--- src/rtl/ln_iter_if.sv ---
// Operand/result handshake bundle for ln_iter: valid/ready on the operand side
// and on the result side. The slave modport is the unit, the master its driver.
interface ln_iter_if;
  logic        in_valid;
  logic        in_ready;
  logic [31:0] x;
  logic        out_valid;
  logic        out_ready;
  logic [31:0] result;
  logic [1:0]  err;

  modport master (
    output in_valid, x, out_ready,
    input  in_ready, out_valid, result, err
  );

  modport slave (
    input  in_valid, x, out_ready,
    output in_ready, out_valid, result, err
  );
endinterface

--- src/rtl/ln_iter.sv ---
// Iterative float32 natural log: log2 mantissa bits by repeated squaring, scaled by ln2.
// Optional LN_ITER_ROUND_EN switches the final mantissa from truncation to round-to-nearest.
module ln_iter #(
  parameter int ITER = 23
) (
  input  logic       clk,
  input  logic       rst_n,
  ln_iter_if.slave   bus
);

  localparam int          LW  = ITER + 8;   // {e, frac} width
  localparam int          PW  = ITER + 39;  // |L| * ln2 product width
  localparam logic [31:0] LN2 = 32'hB172_17F8;

  typedef enum logic [2:0] {S_IDLE, S_ITER, S_SCALE, S_NORM, S_DONE} state_t;
  typedef enum logic [1:0] {ERR_OK = 2'b00, ERR_INVALID = 2'b01, ERR_ZERO = 2'b10} err_t;

  state_t          state;
  logic            in_ready_q;
  logic            out_valid_q;
  logic [31:0]     result_q;
  logic [1:0]      err_q;
  logic [23:0]     m;
  logic [ITER-1:0] frac;
  logic [4:0]      k;
  logic [7:0]      e;
  logic            s;
  logic [PW-1:0]   p_reg;

  assign bus.in_ready  = in_ready_q;
  assign bus.out_valid = out_valid_q;
  assign bus.result    = result_q;
  assign bus.err       = err_q;

  // Operand fields
  logic        x_sign;
  logic [7:0]  x_exp;
  logic [22:0] x_mant;
  assign x_sign = bus.x[31];
  assign x_exp  = bus.x[30:23];
  assign x_mant = bus.x[22:0];

  // Squaring step: sq_hi holds bits [47:23] of m*m (Q2.46)
  logic [24:0] sq_hi;
  logic [23:0] m_next;
  assign sq_hi  = 25'(({24'd0, m} * {24'd0, m}) >> 23);
  assign m_next = sq_hi[24] ? sq_hi[24:1] : sq_hi[23:0];

  // Scale: L = {e, frac} is log2(x) in signed Q8.ITER
  logic [LW-1:0] l_val;
  logic [LW-1:0] l_abs;
  logic [PW-1:0] p_next;
  assign l_val  = {e, frac};
  assign l_abs  = l_val[LW-1] ? -l_val : l_val;
  assign p_next = PW'(l_abs) * PW'(LN2);

  // Leading-one position of P; the highest set bit wins
  logic [5:0] lead;
  always_comb begin
    // NOTE: every always_comb output gets a default first so no latch is inferred.
    lead = '0;
    for (int i = 0; i < PW; i++) begin
      if (p_reg[i]) lead = 6'(i);
    end
  end

  logic [5:0]  shamt;
  logic [7:0]  exp_n;
  logic [22:0] mant_n;
  logic [31:0] norm_word;
  assign shamt = 6'(PW - 1) - lead;

`ifdef LN_ITER_ROUND_EN
  logic [23:0] top;    // 23 mantissa bits followed by the first dropped bit
  logic [23:0] mant_r;
  assign top    = 24'((p_reg << shamt) >> (PW - 25));
  assign mant_r = {1'b0, top[23:1]} + {23'd0, top[0]};
  always_comb begin
    exp_n  = 8'(lead) + 8'(95 - ITER);
    mant_n = mant_r[22:0];
    if (mant_r[23]) begin
      mant_n = '0;
      exp_n  = exp_n + 8'd1;
    end
  end
`else
  assign exp_n  = 8'(lead) + 8'(95 - ITER);
  assign mant_n = 23'((p_reg << shamt) >> (PW - 24));
`endif

  assign norm_word = (p_reg == '0) ? 32'h0000_0000 : {s, exp_n, mant_n};

  always_ff @(posedge clk or negedge rst_n) begin
    // NOTE: sequential state uses non-blocking assignments only, so every register
    // sees the pre-edge values of the others regardless of statement order.
    if (!rst_n) begin
      state       <= S_IDLE;
      in_ready_q  <= 1'b1;
      out_valid_q <= 1'b0;
      result_q    <= '0;
      err_q       <= ERR_OK;
      m           <= '0;
      frac        <= '0;
      k           <= '0;
      e           <= '0;
      s           <= 1'b0;
      p_reg       <= '0;
    end else begin
      case (state)
        S_IDLE: begin
          if (bus.in_valid) begin
            in_ready_q <= 1'b0;
            if (x_exp == 8'h00) begin
              // Zero and denormals of either sign are flushed to ln(0)
              result_q <= 32'hFF80_0000;
              err_q    <= ERR_ZERO;
              state    <= S_DONE;
            end else if ((x_exp == 8'hFF && x_mant != '0) || x_sign) begin
              result_q <= 32'h7FC0_0000;
              err_q    <= ERR_INVALID;
              state    <= S_DONE;
            end else if (x_exp == 8'hFF) begin
              result_q <= 32'h7F80_0000;
              err_q    <= ERR_OK;
              state    <= S_DONE;
            end else begin
              e     <= x_exp - 8'd127;
              m     <= {1'b1, x_mant};
              frac  <= '0;
              k     <= '0;
              state <= S_ITER;
            end
          end
        end

        S_ITER: begin
          m    <= m_next;
          frac <= {frac[ITER-2:0], sq_hi[24]};
          k    <= k + 5'd1;
          if (k == 5'(ITER - 1)) state <= S_SCALE;
        end

        S_SCALE: begin
          p_reg <= p_next;
          s     <= l_val[LW-1];
          state <= S_NORM;
        end

        S_NORM: begin
          result_q    <= norm_word;
          err_q       <= ERR_OK;
          out_valid_q <= 1'b1;
          state       <= S_DONE;
        end

        S_DONE: begin
          // Special cases arrive here with out_valid low and raise it one edge later
          if (!out_valid_q) begin
            out_valid_q <= 1'b1;
          end else if (bus.out_ready) begin
            out_valid_q <= 1'b0;
            in_ready_q  <= 1'b1;
            state       <= S_IDLE;
          end
        end

        default: state <= S_IDLE;
      endcase
    end
  end

endmodule
--- src/flat_wrapper.sv ---
// flat-port wrapper written by rule: the top's interface ports become plain ports
module ln_iter_flat 
#(
  parameter int ITER = 23
)
  (clk, rst_n, bus_in_valid, bus_x, bus_out_ready, bus_in_ready, bus_out_valid, bus_result, bus_err);
  ln_iter_if bus_i ();
  input  logic clk;
  input  logic rst_n;
  input wire logic [$bits(bus_i.in_valid)-1:0] bus_in_valid;
  input wire logic [$bits(bus_i.x)-1:0] bus_x;
  input wire logic [$bits(bus_i.out_ready)-1:0] bus_out_ready;
  output wire logic [$bits(bus_i.in_ready)-1:0] bus_in_ready;
  output wire logic [$bits(bus_i.out_valid)-1:0] bus_out_valid;
  output wire logic [$bits(bus_i.result)-1:0] bus_result;
  output wire logic [$bits(bus_i.err)-1:0] bus_err;
  assign bus_i.in_valid = bus_in_valid;
  assign bus_i.x = bus_x;
  assign bus_i.out_ready = bus_out_ready;
  assign bus_in_ready = bus_i.in_ready;
  assign bus_out_valid = bus_i.out_valid;
  assign bus_result = bus_i.result;
  assign bus_err = bus_i.err;
  ln_iter #(.ITER(ITER)) u_core (.clk(clk), .rst_n(rst_n), .bus(bus_i));
endmodule
--- config.mk ---
export PLATFORM = sky130hd
export DESIGN_NAME = ln_iter_flat
export DESIGN_NICKNAME = d
export VERILOG_FILES = /design/src/rtl/ln_iter_if.sv /design/src/rtl/ln_iter.sv /design/src/flat_wrapper.sv
export SDC_FILE = /design/constraint.sdc
export NUM_CORES = 2
export LEC_CHECK = 0
export CORE_ASPECT_RATIO = 1.4
export CORE_MARGIN = 5
export CORE_UTILIZATION = 40
export DETAILED_ROUTE_END_ITERATION = 10
export PLACE_DENSITY = 0.65
export RECOVER_POWER = 50
export SYNTH_ARGS = -nofsm -noshare
export SYNTH_HDL_FRONTEND = slang
export SYNTH_SLANG_ARGS = --single-unit
--- constraint.sdc ---
create_clock -name clk -period 9.9 [get_ports clk]
set_clock_uncertainty 0.2 [all_clocks]
set_input_delay 2.475 -clock clk [delete_from_list [all_inputs] [get_ports clk]]
set_output_delay 2.475 -clock clk [all_outputs]
set_load 0.02 [all_outputs]
==> qor.csv <==
stage;metric;value;unit
yosys;Synth Instances;4487;
clock_tree;Worst-path clk slew;0.07;ns
sta;hold violation total from the final report;0;
yosys;ranking of synthesized cells by area;fa_1, ha_1, inv_1;
yosys;post-synthesis mux area share;0.03947;
yosys;xor and xnor area share after synthesis;0.02812;
floorplanning;# rows;140;
placement;RePlAce Congestion;0.9453;
critical_path;Worst Path Arrival;9.83;ns
cells_and_area;FILL cells;10180;
clock_tree;CTS tree;built;
yosys;Yosys reg bits;159;
sta;Final Slew Violations;164;
critical_path;crit path buf inv count;7;
job;max_cap viols;3;
yosys;main combinational cell family by area after synthesis;adder cells;
status;status;complete, but fails checks;
clock_tree;Clock Sinks;159;
yosys;complex-gate fraction of the synthesized area;0.09950;
floorplanning;die footprint;110800;um^2
global_routing;Total GRT Usage;0.2127;
yosys;number of synthesized flops with an enable pin;0;
floorplanning;Die Wd;282.7;um
yosys;Seq/Total Area, Yosys;0.09556;
clock_tree;H-tree lvl count;4;
routing;initial DRC count;1706;
floorplanning;initial core utilization;0.4016;
clock_tree;TritonCTS Buffers;17;
critical_path;crit end category;flip-flop;
global_routing;total overflow reported by the global router;0;
critical_path;Worst Setup Start Kind;flip-flop;
yosys;Synth area leader;fa_1;
sta;Final Setup Violations;0;
floorplanning;Die Height;391.8;um
critical_path;reg-to-reg slack, setup;0.22;ns
critical_path;CP Max Fanout;6;
sta;RSZ-0062 raised after global routing;yes;
cells_and_area;number of flip-flops in the largest register;59;
yosys;Synth Warn #;0;
hold_path;Hold WC Path Type;reg -> reg;
yosys;most used flip-flop cell after synthesis;dfrtp_1;
cells_and_area;# nets final;5897;
sta;Worst Max-Slew Pin Slew;3.291;ns
clock_tree;CTS root buf;clkbuf_16;
global_routing;first-pass GRT wire length;183.9;mm
floorplanning;core area;103700;um^2
critical_path;CP max stage cell;fa_2;
sta;fmax;103.3;MHz
critical_path;CP Class;reg -> reg;
sta;Period minus WS final;9.681;ns
placement;port buffer count;71;
routing;DRC Markers;0;
routing;DRT Pass-1 Iters;6;
routing;Final ANT Viol Nets;0;
cells_and_area;layout cells sized above 1;0.07200;
yosys;Mapped Area;41650;um^2
sta;max_slew headroom;-1.194;
sta;final worst slack;0.2193;ns
yosys;Syn Nets;5800;
routing;drt total wl;115.4;mm
yosys;Netlist cell types;88;
yosys;Post-Synth Adder-Cell Area;0.5228;
global_routing;vias in the first global route;33610;
global_routing;largest net degree at the start of global routing;115;
critical_path;Crit path largest cell delay;0.60;ns
routing;via count;30990;
yosys;Mean Syn Cell Area;9.282;um^2
critical_path;Top delay family on crit path;adder cells;
yosys;post-synth top area share;0.3711;
status;failing checks;capacitance limit, slew limit;
global_routing;initial antenna violation count;1;
clock_tree;Worst-Skew Late Latency;0.51;ns
sta;Tcrit/Tclk final;0.9779;
placement;Setup WS pre-CTS;-0.2379;ns
routing;routed len/inst;19.39;um
yosys;Async S/R FF share, synth;1.000;
routing;via-per-instance ratio;5.209;
sta;worst hold slack;0.2922;ns
placement;DP HPWL;97.23;mm
cells_and_area;P&R area growth vs syn;9.640;%
critical_path;WP data required;10.05;ns
floorplanning;I/O pin count;72;
critical_path;CP most frequent cell;fa_1;
yosys;post-synthesis simple-gate area fraction;0.1017;
clock_tree;Max Root-Sink Buffers;2;
[worst reg2reg max path: cells and delay by family, from the launching register on]
family	cells	cell delay, ns
adders and majority gates	9	4.37
AOI/OAI and AO/OA	10	1.28
and+or+nand+nor	7	2.36
buffers and inverters	7	0.67
xor gates and xnor gates	2	0.30
DFF	1	0.38
[cell usage in the layout, fill, tap and decap left out, types with 50 or more instances in the layout]
cell / n
inv_1: 1070
fa_1: 764
ha_1: 499
nand2_1: 351
o21ai_0: 169
buf_4: 160
dfrtp_1: 158
nor2_1: 155
and2_1: 150
a21oi_1: 135
mux2i_1: 126
xnor2_1: 76
clkdlybuf4s50_1: 62
xor2_1: 50
[what timing repair did]
item                                    4_1_cts  5_1_grt
pin swaps                                    13       40
buffers inserted                              2       10
resized for setup                            16       58
hold buffers                                  0        0
endpoints found under the setup margin        8       19
[worst paths after layout]
path	to	start	cells past startpoint
setup / recovery	u_core.p_reg[61]	u_core.frac[9]	35
hold / removal	u_core.bus.result[25]	u_core.bus.result[25]	1
setup reg to reg	u_core.p_reg[61]	u_core.frac[9]	35
hold reg to reg	u_core.bus.result[25]	u_core.bus.result[25]	1
max in group asynchronous	u_core.k[1]	rst_n	2
min in group asynchronous	u_core.bus.result[19]	rst_n	1
[cell families after synthesis]
family	count (synthesis)
AND/OR/NAND/NOR	884
adder cells (fa/ha/maj)	1277
XOR/XNOR	132
buffers and inverters	1243
AO/OA/AOI/OAI	637
multiplexers	155
flip-flops	159
[layer usage]
layer / part of all wire / GRT usage / vias to the layer above / routed length (um)
met5: 0 / 0 / - / 0
met4: 0.041 / 0.07807 / 0 / 4693
met3: 0.043 / 0.02345 / 254 / 5009
met2: 0.52 / 0.3864 / 790 / 59970
met1: 0.40 / 0.2596 / 15570 / 45680
li1: - / - / 14380 / -
[cells in the mapped netlist (all sizes together), types with 9 or more instances]
cell    instances
inv          1083
fa            772
ha            505
nand2         354
o21ai         178
dfrtp         158
nor2          158
and2          150
a21oi         144
clkbuf        129
mux2i         126
xnor2          81
xor2           51
nand3          45
a21o           39
nor3           35
o31ai          30
buf            29
nor4           28
a211oi         25
a22oi          24
mux2           24
o211ai         23
nand2b         20
o21a           20
nor2b          16
o21bai         16
or2            16
a31oi          15
nand4          12
or3            12
o41ai          11
or4            11
a211o          10
a22o            9
and3            9
[layout make-up]
cell class	count	area [um^2]	area share
tap	1349	1688	0.03696
clock buffer	19	442.9	0.009700
sequential	159	3980	0.08716
multi-input combinational	3085	33380	0.7309
timing repair buffer	236	1948	0.04266
clock inverter	13	145.1	0.003178
antenna	3	7.507	0.0001644
inverter	1085	4076	0.08927
[metrics by stage]
| stage | std cells | utilization | cell area (um^2) | setup TNS (ns) |
|---|---|---|---|---|
| final | 5949 | 0.4403 | 45660 | 0 |
| after global placement | 5902 | 0.4306 | 44650 | -0.3235 |
| after CTS | 5936 | 0.4370 | 45320 | 0 |
| after global routing | 5946 | 0.4403 | 45660 | -1.099 |
| after detailed placement | 5902 | 0.4306 | 44650 | -0.7542 |
| after floorplan | 4487 | - | 41650 | 0 |
Power is left out: the tool's default activity adds up to more than one toggle a clock period on the data nets, which glitch-free logic cannot reach.
